$ cat config.mk
export PLATFORM = sky130hd
export DESIGN_NAME = cell_grid_renderer_flat
export DESIGN_NICKNAME = d
export VERILOG_FILES = /design/src/rtl/vga_pkg.sv /design/src/rtl/cell_grid_renderer_if.sv /design/src/rtl/grid_position_counter.sv /design/src/rtl/cell_grid_renderer.sv /design/src/flat_wrapper.sv
export SDC_FILE = /design/constraint.sdc
export NUM_CORES = 1
export LEC_CHECK = 0
export BUFFER_PORTS_ARGS = -buffer_cell sky130_fd_sc_hd__buf_2
export CORE_ASPECT_RATIO = 0.7
export CORE_MARGIN = 2
export CORE_UTILIZATION = 50
export DETAILED_ROUTE_END_ITERATION = 7
export PLACE_DENSITY_LB_ADDON = 0.3
export SYNTH_ARGS = -nofsm -noshare
export SYNTH_HDL_FRONTEND = slang
export SYNTH_SLANG_ARGS = --single-unit
$ cat constraint.sdc
create_clock -name pixel_clock -period 4.9 [get_ports pixel_clock]
set_input_delay 0.735 -clock pixel_clock [delete_from_list [all_inputs] [get_ports pixel_clock]]
set_output_delay 0.735 -clock pixel_clock [all_outputs]
set_load 0.005 [all_outputs]
$ cat src/rtl/vga_pkg.sv
// Shared timing constants, types and pipeline attribute struct for the
// Game-of-Life cell grid renderer.
package vga_pkg;
  localparam int H_ACTIVE  = 640;
  localparam int V_ACTIVE  = 480;
  localparam int GRID_COLS = 20;
  localparam int GRID_ROWS = 20;
  localparam int CELL_W    = H_ACTIVE / GRID_COLS;
  localparam int CELL_H    = V_ACTIVE / GRID_ROWS;

  typedef logic [11:0] rgb12_t;
  typedef logic [8:0]  cell_addr_t;

  typedef enum logic {UNSYNCED = 1'b0, SYNCED = 1'b1} sync_state_t;

  typedef struct packed {
    logic vis;
    logic in_grid;
    logic border;
  } pix_attr_t;
endpackage

$ cat src/rtl/cell_grid_renderer_if.sv
// Cell buffer read port: address/strobe out of the renderer, 1-cycle-latency data back.
interface cell_grid_renderer_if;
  import vga_pkg::*;
  logic       cell_rd_en;
  cell_addr_t cell_addr;
  logic       cell_data;

  modport master (output cell_rd_en, output cell_addr, input cell_data);
  modport slave  (input cell_rd_en, input cell_addr, output cell_data);
endinterface

$ cat src/rtl/grid_position_counter.sv
// Beam position tracker: pixel/cell counters driven only by the blanking strobes,
// producing the cell address and per-pixel grid attributes for the current cycle.
module grid_position_counter
  import vga_pkg::*;
#(
  parameter int COLS    = GRID_COLS,
  parameter int ROWS    = GRID_ROWS,
  parameter int CW      = CELL_W,
  parameter int CH      = CELL_H,
  parameter bit GRID_EN = 1'b1
) (
  input  logic       pixel_clock,
  input  logic       rst_n,
  input  logic       i_hblank_n,
  input  logic       i_vblank_n,
  output cell_addr_t o_cell_addr,
  output logic       o_border,
  output logic       o_in_grid
);
  localparam int PXW = $clog2(CW + 1);
  localparam int CLW = $clog2(COLS + 1);
  localparam int LNW = $clog2(CH + 1);
  localparam int RWW = $clog2(ROWS + 1);

  logic [PXW-1:0] r_px;
  logic [CLW-1:0] r_col;
  logic [LNW-1:0] r_ln;
  logic [RWW-1:0] r_row;
  cell_addr_t     r_row_base;
  logic           r_hblank_n_d;
  logic           w_blank_n, w_line_end, w_col_ok, w_row_ok;

  assign w_blank_n  = i_hblank_n & i_vblank_n;
  // End of a visible line: hblank falls while the frame is still active.
  assign w_line_end = r_hblank_n_d & ~i_hblank_n & i_vblank_n;
  assign w_col_ok   = (r_col < CLW'(COLS));
  assign w_row_ok   = (r_row < RWW'(ROWS));

  always_ff @(posedge pixel_clock or negedge rst_n) begin
    if (!rst_n) begin
      r_hblank_n_d <= 1'b0;
      r_px         <= '0;
      r_col        <= '0;
      r_ln         <= '0;
      r_row        <= '0;
      r_row_base   <= '0;
    end else begin
      r_hblank_n_d <= i_hblank_n;
      if (!i_hblank_n) begin
        r_px  <= '0;
        r_col <= '0;
      end else if (w_blank_n && w_col_ok) begin
        if (r_px == PXW'(CW - 1)) begin
          r_px  <= '0;
          r_col <= r_col + 1'b1;
        end else begin
          r_px <= r_px + 1'b1;
        end
      end
      // Vertical clear takes priority over a coincident line end.
      if (!i_vblank_n) begin
        r_ln       <= '0;
        r_row      <= '0;
        r_row_base <= '0;
      end else if (w_line_end && w_row_ok) begin
        if (r_ln == LNW'(CH - 1)) begin
          r_ln       <= '0;
          r_row      <= r_row + 1'b1;
          r_row_base <= r_row_base + cell_addr_t'(COLS);
        end else begin
          r_ln <= r_ln + 1'b1;
        end
      end
    end
  end

  assign o_cell_addr = r_row_base + cell_addr_t'(r_col);
  assign o_border    = GRID_EN && ((r_px == '0) || (r_ln == '0));
  assign o_in_grid   = w_col_ok & w_row_ok;
endmodule

$ cat src/rtl/cell_grid_renderer.sv
// Three-stage pixel pipeline: cell fetch, attribute alignment, colour select,
// with sync outputs delayed to match and an end-of-frame pulse for the updater.
module cell_grid_renderer
  import vga_pkg::*;
#(
  parameter int     COLS      = GRID_COLS,
  parameter int     ROWS      = GRID_ROWS,
  parameter int     CW        = CELL_W,
  parameter int     CH        = CELL_H,
  parameter bit     GRID_EN   = 1'b1,
  parameter rgb12_t ALIVE_RGB = 12'hFFF,
  parameter rgb12_t DEAD_RGB  = 12'h000,
  parameter rgb12_t GRID_RGB  = 12'h444
) (
  input  logic                        pixel_clock,
  input  logic                        rst_n,
  input  logic                        hblank_n,
  input  logic                        vblank_n,
  input  logic                        hsync_n_in,
  input  logic                        vsync_n_in,
  cell_grid_renderer_if.master        cbuf,
  output logic [3:0]                  vga_r,
  output logic [3:0]                  vga_g,
  output logic [3:0]                  vga_b,
  output logic                        vga_hs,
  output logic                        vga_vs,
  output logic                        frame_done
);
  localparam int STAGES = 3;

  sync_state_t       r_state, w_state_nxt;
  logic              w_synced, w_frame_end;
  logic              w_blank_n, w_border, w_in_grid;
  cell_addr_t        w_cell_addr;
  logic              r_vblank_n_d;
  logic              r_cell_rd_en;
  cell_addr_t        r_cell_addr;
  logic              r_frame_done;
  pix_attr_t         r_attr_s0, r_attr_s1;
  logic [STAGES-1:0] r_hs_pipe, r_vs_pipe;
  rgb12_t            r_rgb, w_rgb;

  assign w_blank_n = hblank_n & vblank_n;

  grid_position_counter #(
    .COLS(COLS), .ROWS(ROWS), .CW(CW), .CH(CH), .GRID_EN(GRID_EN)
  ) u_pos (
    .pixel_clock (pixel_clock),
    .rst_n       (rst_n),
    .i_hblank_n  (hblank_n),
    .i_vblank_n  (vblank_n),
    .o_cell_addr (w_cell_addr),
    .o_border    (w_border),
    .o_in_grid   (w_in_grid)
  );

  always_ff @(posedge pixel_clock or negedge rst_n) begin
    if (!rst_n) r_state <= UNSYNCED;
    else        r_state <= w_state_nxt;
  end

  // Counters are only trustworthy after a vertical blank has cleared them.
  always_comb begin
    w_state_nxt = r_state;
    w_synced    = 1'b0;
    w_frame_end = 1'b0;
    case (r_state)
      UNSYNCED: if (!vblank_n) w_state_nxt = SYNCED;
      SYNCED: begin
        w_synced    = 1'b1;
        w_frame_end = r_vblank_n_d & ~vblank_n;
      end
      default: w_state_nxt = UNSYNCED;
    endcase
  end

  always_ff @(posedge pixel_clock or negedge rst_n) begin
    if (!rst_n) begin
      r_vblank_n_d <= 1'b0;
      r_cell_rd_en <= 1'b0;
      r_cell_addr  <= '0;
      r_frame_done <= 1'b0;
      r_attr_s0    <= '0;
      r_attr_s1    <= '0;
      r_rgb        <= '0;
      r_hs_pipe    <= '1;
      r_vs_pipe    <= '1;
    end else begin
      r_vblank_n_d <= vblank_n;
      r_cell_rd_en <= w_blank_n & w_in_grid;
      r_cell_addr  <= w_cell_addr;
      r_frame_done <= w_frame_end;
      r_attr_s0    <= '{vis: w_blank_n & w_synced, in_grid: w_in_grid, border: w_border};
      r_attr_s1    <= r_attr_s0;
      r_rgb        <= w_rgb;
      r_hs_pipe    <= {r_hs_pipe[STAGES-2:0], hsync_n_in};
      r_vs_pipe    <= {r_vs_pipe[STAGES-2:0], vsync_n_in};
    end
  end

  always_comb begin
    w_rgb = '0;
    if (w_synced && r_attr_s1.vis && r_attr_s1.in_grid) begin
      if (r_attr_s1.border)    w_rgb = GRID_RGB;
      else if (cbuf.cell_data) w_rgb = ALIVE_RGB;
      else                     w_rgb = DEAD_RGB;
    end
  end

  assign cbuf.cell_rd_en       = r_cell_rd_en;
  assign cbuf.cell_addr        = r_cell_addr;
  assign {vga_r, vga_g, vga_b} = r_rgb;
  assign vga_hs                = r_hs_pipe[STAGES-1];
  assign vga_vs                = r_vs_pipe[STAGES-1];
  assign frame_done            = r_frame_done;
endmodule

$ cat src/flat_wrapper.sv
// flat-port wrapper written by rule: the top's interface ports become plain ports
module cell_grid_renderer_flat import vga_pkg::*;
#(
  parameter int     COLS      = GRID_COLS,
  parameter int     ROWS      = GRID_ROWS,
  parameter int     CW        = CELL_W,
  parameter int     CH        = CELL_H,
  parameter bit     GRID_EN   = 1'b1,
  parameter rgb12_t ALIVE_RGB = 12'hFFF,
  parameter rgb12_t DEAD_RGB  = 12'h000,
  parameter rgb12_t GRID_RGB  = 12'h444
)
  (pixel_clock, rst_n, hblank_n, vblank_n, hsync_n_in, vsync_n_in, vga_r, vga_g, vga_b, vga_hs, vga_vs, frame_done, cbuf_cell_rd_en, cbuf_cell_addr, cbuf_cell_data);
  cell_grid_renderer_if cbuf_i ();
  input  logic pixel_clock;
  input  logic rst_n;
  input  logic hblank_n;
  input  logic vblank_n;
  input  logic hsync_n_in;
  input  logic vsync_n_in;
  output logic [3:0] vga_r;
  output logic [3:0] vga_g;
  output logic [3:0] vga_b;
  output logic vga_hs;
  output logic vga_vs;
  output logic frame_done;
  output wire logic [$bits(cbuf_i.cell_rd_en)-1:0] cbuf_cell_rd_en;
  output wire logic [$bits(cbuf_i.cell_addr)-1:0] cbuf_cell_addr;
  input wire logic [$bits(cbuf_i.cell_data)-1:0] cbuf_cell_data;
  assign cbuf_cell_rd_en = cbuf_i.cell_rd_en;
  assign cbuf_cell_addr = cbuf_i.cell_addr;
  assign cbuf_i.cell_data = cbuf_cell_data;
  cell_grid_renderer #(.COLS(COLS), .ROWS(ROWS), .CW(CW), .CH(CH), .GRID_EN(GRID_EN), .ALIVE_RGB(ALIVE_RGB), .DEAD_RGB(DEAD_RGB), .GRID_RGB(GRID_RGB)) u_core (.pixel_clock(pixel_clock), .rst_n(rst_n), .hblank_n(hblank_n), .vblank_n(vblank_n), .hsync_n_in(hsync_n_in), .vsync_n_in(vsync_n_in), .cbuf(cbuf_i), .vga_r(vga_r), .vga_g(vga_g), .vga_b(vga_b), .vga_hs(vga_hs), .vga_vs(vga_vs), .frame_done(frame_done));
endmodule
==> metrics <==
Worst-path clk slew 0.10 ns; largest net degree at the start of global routing 57; sequential area share after synthesis 56.8%; total grt overflow 0; leakage power figure 1.37 nW; port bufs 31; YS warnings 0; fin crit period 2.07 ns; IO Count 32; hold_sp u_core.r_attr_s0[2]; WL final 4.24 mm; largest family of logic cells by synthesized area simple AND/OR/NAND/NOR gates; initial antenna violation count 0; EDFF count, synth 0; clock latency on the worst-skew pair 0.30 ns; CTS tree done; P&R area growth vs syn 10.3%; Tcrit/Tclk final 42.3%; Peak VDD IR 0.141 mV; Longest Clk Path Bufs 2; final setup fails 0; Die X 88.2 um; Final nets 261; worst hold slack 0.353 ns; Fin. Hold Viols 0; Fillers 428; WL per Instance 13.5 um; Cells after Synth 221; via count 1675; Critical path origin u_core.u_pos.r_ln[0]; Worst R2R Start u_core.u_pos.r_ln[0]; Setup TNS Final 0 ns; Syn Area/Cell 11.2 um2; Die Y 63.0 um; total power 0.828 mW; Worst Tran Pin Value 0.676 ns; DIE AREA 5550 um2; Crit path arrival time 2.31 ns; worst-path maximum fanout 12; CP Launch Type flip-flop; post-route insts no fill 314; Total GRT Usage 17.1%; routed vias/inst 5.33; Worst Skew 0.00380 ns; Core Util, Final 57.2%; Slew Viols, Final 0; cts hold-fix bufs 0; XOR/XNOR Fraction of Synth Area 2.82%; Root Driver clkbuf_8; max_cap viols 0; Synth Net Count 238; CTS Buf Count 5; htree depth 2; clock sink count 56; Synth cell types 40; CTS resizes 0; Synth Register Bits 56; CORE AREA 4780 um2; vias in the first global route 1578; mux cell area share after synthesis 2.42%; first-pass GRT wire length 7.39 mm; row count 21; fraction of the mapped netlist area in compound gates 11.1%; power per cell area 303 nW/um2; synthesized cell area 2480 um2; Async SR Flop Fraction 100%; Req. time, crit path 5.13 ns; Placed Cells 306; fmax 0.482 GHz; Top FF cell, synth dfrtp_1; Max-slew headroom 55.0%; adder-cell share of the synthesized area 5.04%; Hold WC Path Type flip-flop to flip-flop; setup bufs post-CTS 0; effective utilization at floorplan 51.9%; area of the multi-input gates 935 um2; DRC viols 0; HPWL Detailed 2.90 mm; layout cell share with drive strength beyond 1 19.2%; Initial DRC Count 87; outcome finished clean; unrepaired setup endpoints after global routing no; gp weighted congestion 0.808; Inserted Diodes 0; Reg area 1410 um2; Initial DRT Pass Iterations 4; WS Path Type flip-flop to flip-flop; antenna viol nets, final 0; post-synthesis simple-gate area fraction 16.3%; Worst setup EP type flip-flop
==> path summary, 6_finish.rpt <==
kind	end	slack, ns	cells past startpoint
worst max-delay path	u_core.u_pos.r_row_base[8]	2.83	5
max in group asynchronous	u_core.u_pos.r_ln[1]	3.91	2
min in group asynchronous	u_core.cbuf.cell_addr[0]	0.55	2
worst max register to register	u_core.u_pos.r_row_base[8]	2.83	5
worst min-delay path	u_core.r_attr_s1[2]	0.35	0
worst min register to register	u_core.r_attr_s1[2]	0.35	0
==> cells in the final DEF (no fill, tap or decap), drive strengths merged, types with 6 or more instances in the layout <==
cell type  synthesis  routed
dfrtp             50      50
buf               11      32
nand2             19      19
nand3             15      15
ha                10      10
inv                9      10
a21oi              9       9
o21ai              9       9
nor2               8       8
nand2b             6       6
mux2i              6       6
dfstp              6       6
clkbuf             5       6
==> layer usage <==
metal	GRT usage (%)	vias to the layer above	part of all wire, %
li1	-	810	-
met1	23.6	802	49
met2	26.2	56	43
met3	4.89	7	6.7
met4	5.49	0	1.3
met5	0	-	0
==> layout make-up <==
cell class	instances	share of cell area, %
inverters	9	1.23
clock inverters	2	1.42
repair buffers	32	5.94
multi-input cells	140	34.1
flip-flops and latches	56	51.5
well taps	69	3.15
clock buffers	6	2.65
==> state kept, by name, summed over array words and instances, names as in the netlist <==
name,cells
u_core.cbuf.cell_rd_en,1
u_core.r_rgb,2
u_core.r_attr_s0,3
u_core.frame_done,1
u_core.u_pos.r_row,5
u_core.u_pos.r_col,5
u_core.r_attr_s1,3
u_core.u_pos.r_px,6
u_core.r_state,1
u_core.u_pos.r_ln,5
u_core.cbuf.cell_addr,9
u_core.u_pos.r_row_base,7
u_core.r_hs_pipe,3
u_core.r_vs_pipe,3
u_core.u_pos.r_hblank_n_d,1
u_core.r_vblank_n_d,1
==> per-stage QoR <==
step,instance area [um2],setup WS [ns]
after floorplan,2480,3.04
after global placement,2630,2.63
after global routing,2740,2.69
after CTS,2740,2.82
final,2740,2.83
after detailed placement,2630,2.57
==> cells in the mapped netlist, drive strengths merged, types with 3 or more instances <==
cell type,number,area [um2]
nor2b,4,25.0
o211ai,5,37.5
nand2,19,71.3
xor2,5,43.8
dfrtp,50,1250
or3,5,31.3
nor3,3,15.0
xnor2,3,26.3
or4,3,22.5
inv,9,33.8
nor2,8,30.0
nand3,15,75.1
ha,10,125
dfstp,6,158
o21a,3,22.5
a21oi,9,45.0
o31ai,5,37.5
clkbuf,5,18.8
and3,3,18.8
mux2i,6,60.1
buf,11,86.3
nand2b,6,37.5
o21ai,9,45.0
==> cell families (layout without fill, tap and decap cells) <==
group           Yosys count  count (layout)
simple gates             74              74
flops                    56              56
compound gates           42              42
buf+inv                  25              49
fa+ha+maj                10              10
xor+xnor                  8               8
mux                       6               6
==> where the power goes <==
group | internal [mW] | total, mW | leakage [nW] | switching, mW
sequential | 0.475 | 0.482 | 0.722 | 0.00694
clock | 0.155 | 0.302 | 0.0558 | 0.147
combinational | 0.0147 | 0.0447 | 0.592 | 0.0299
total | 0.644 | 0.828 | 1.37 | 0.184
==> critical path, stage by stage, from the launching register on <==
cell	delay, ns
dfrtp_1	0.42
ha_1	0.26
nand4b_4	0.19
a211o_1	0.47
or4_1	0.51
a21oi_1	0.15
Power figures use the tool's default switching activity.
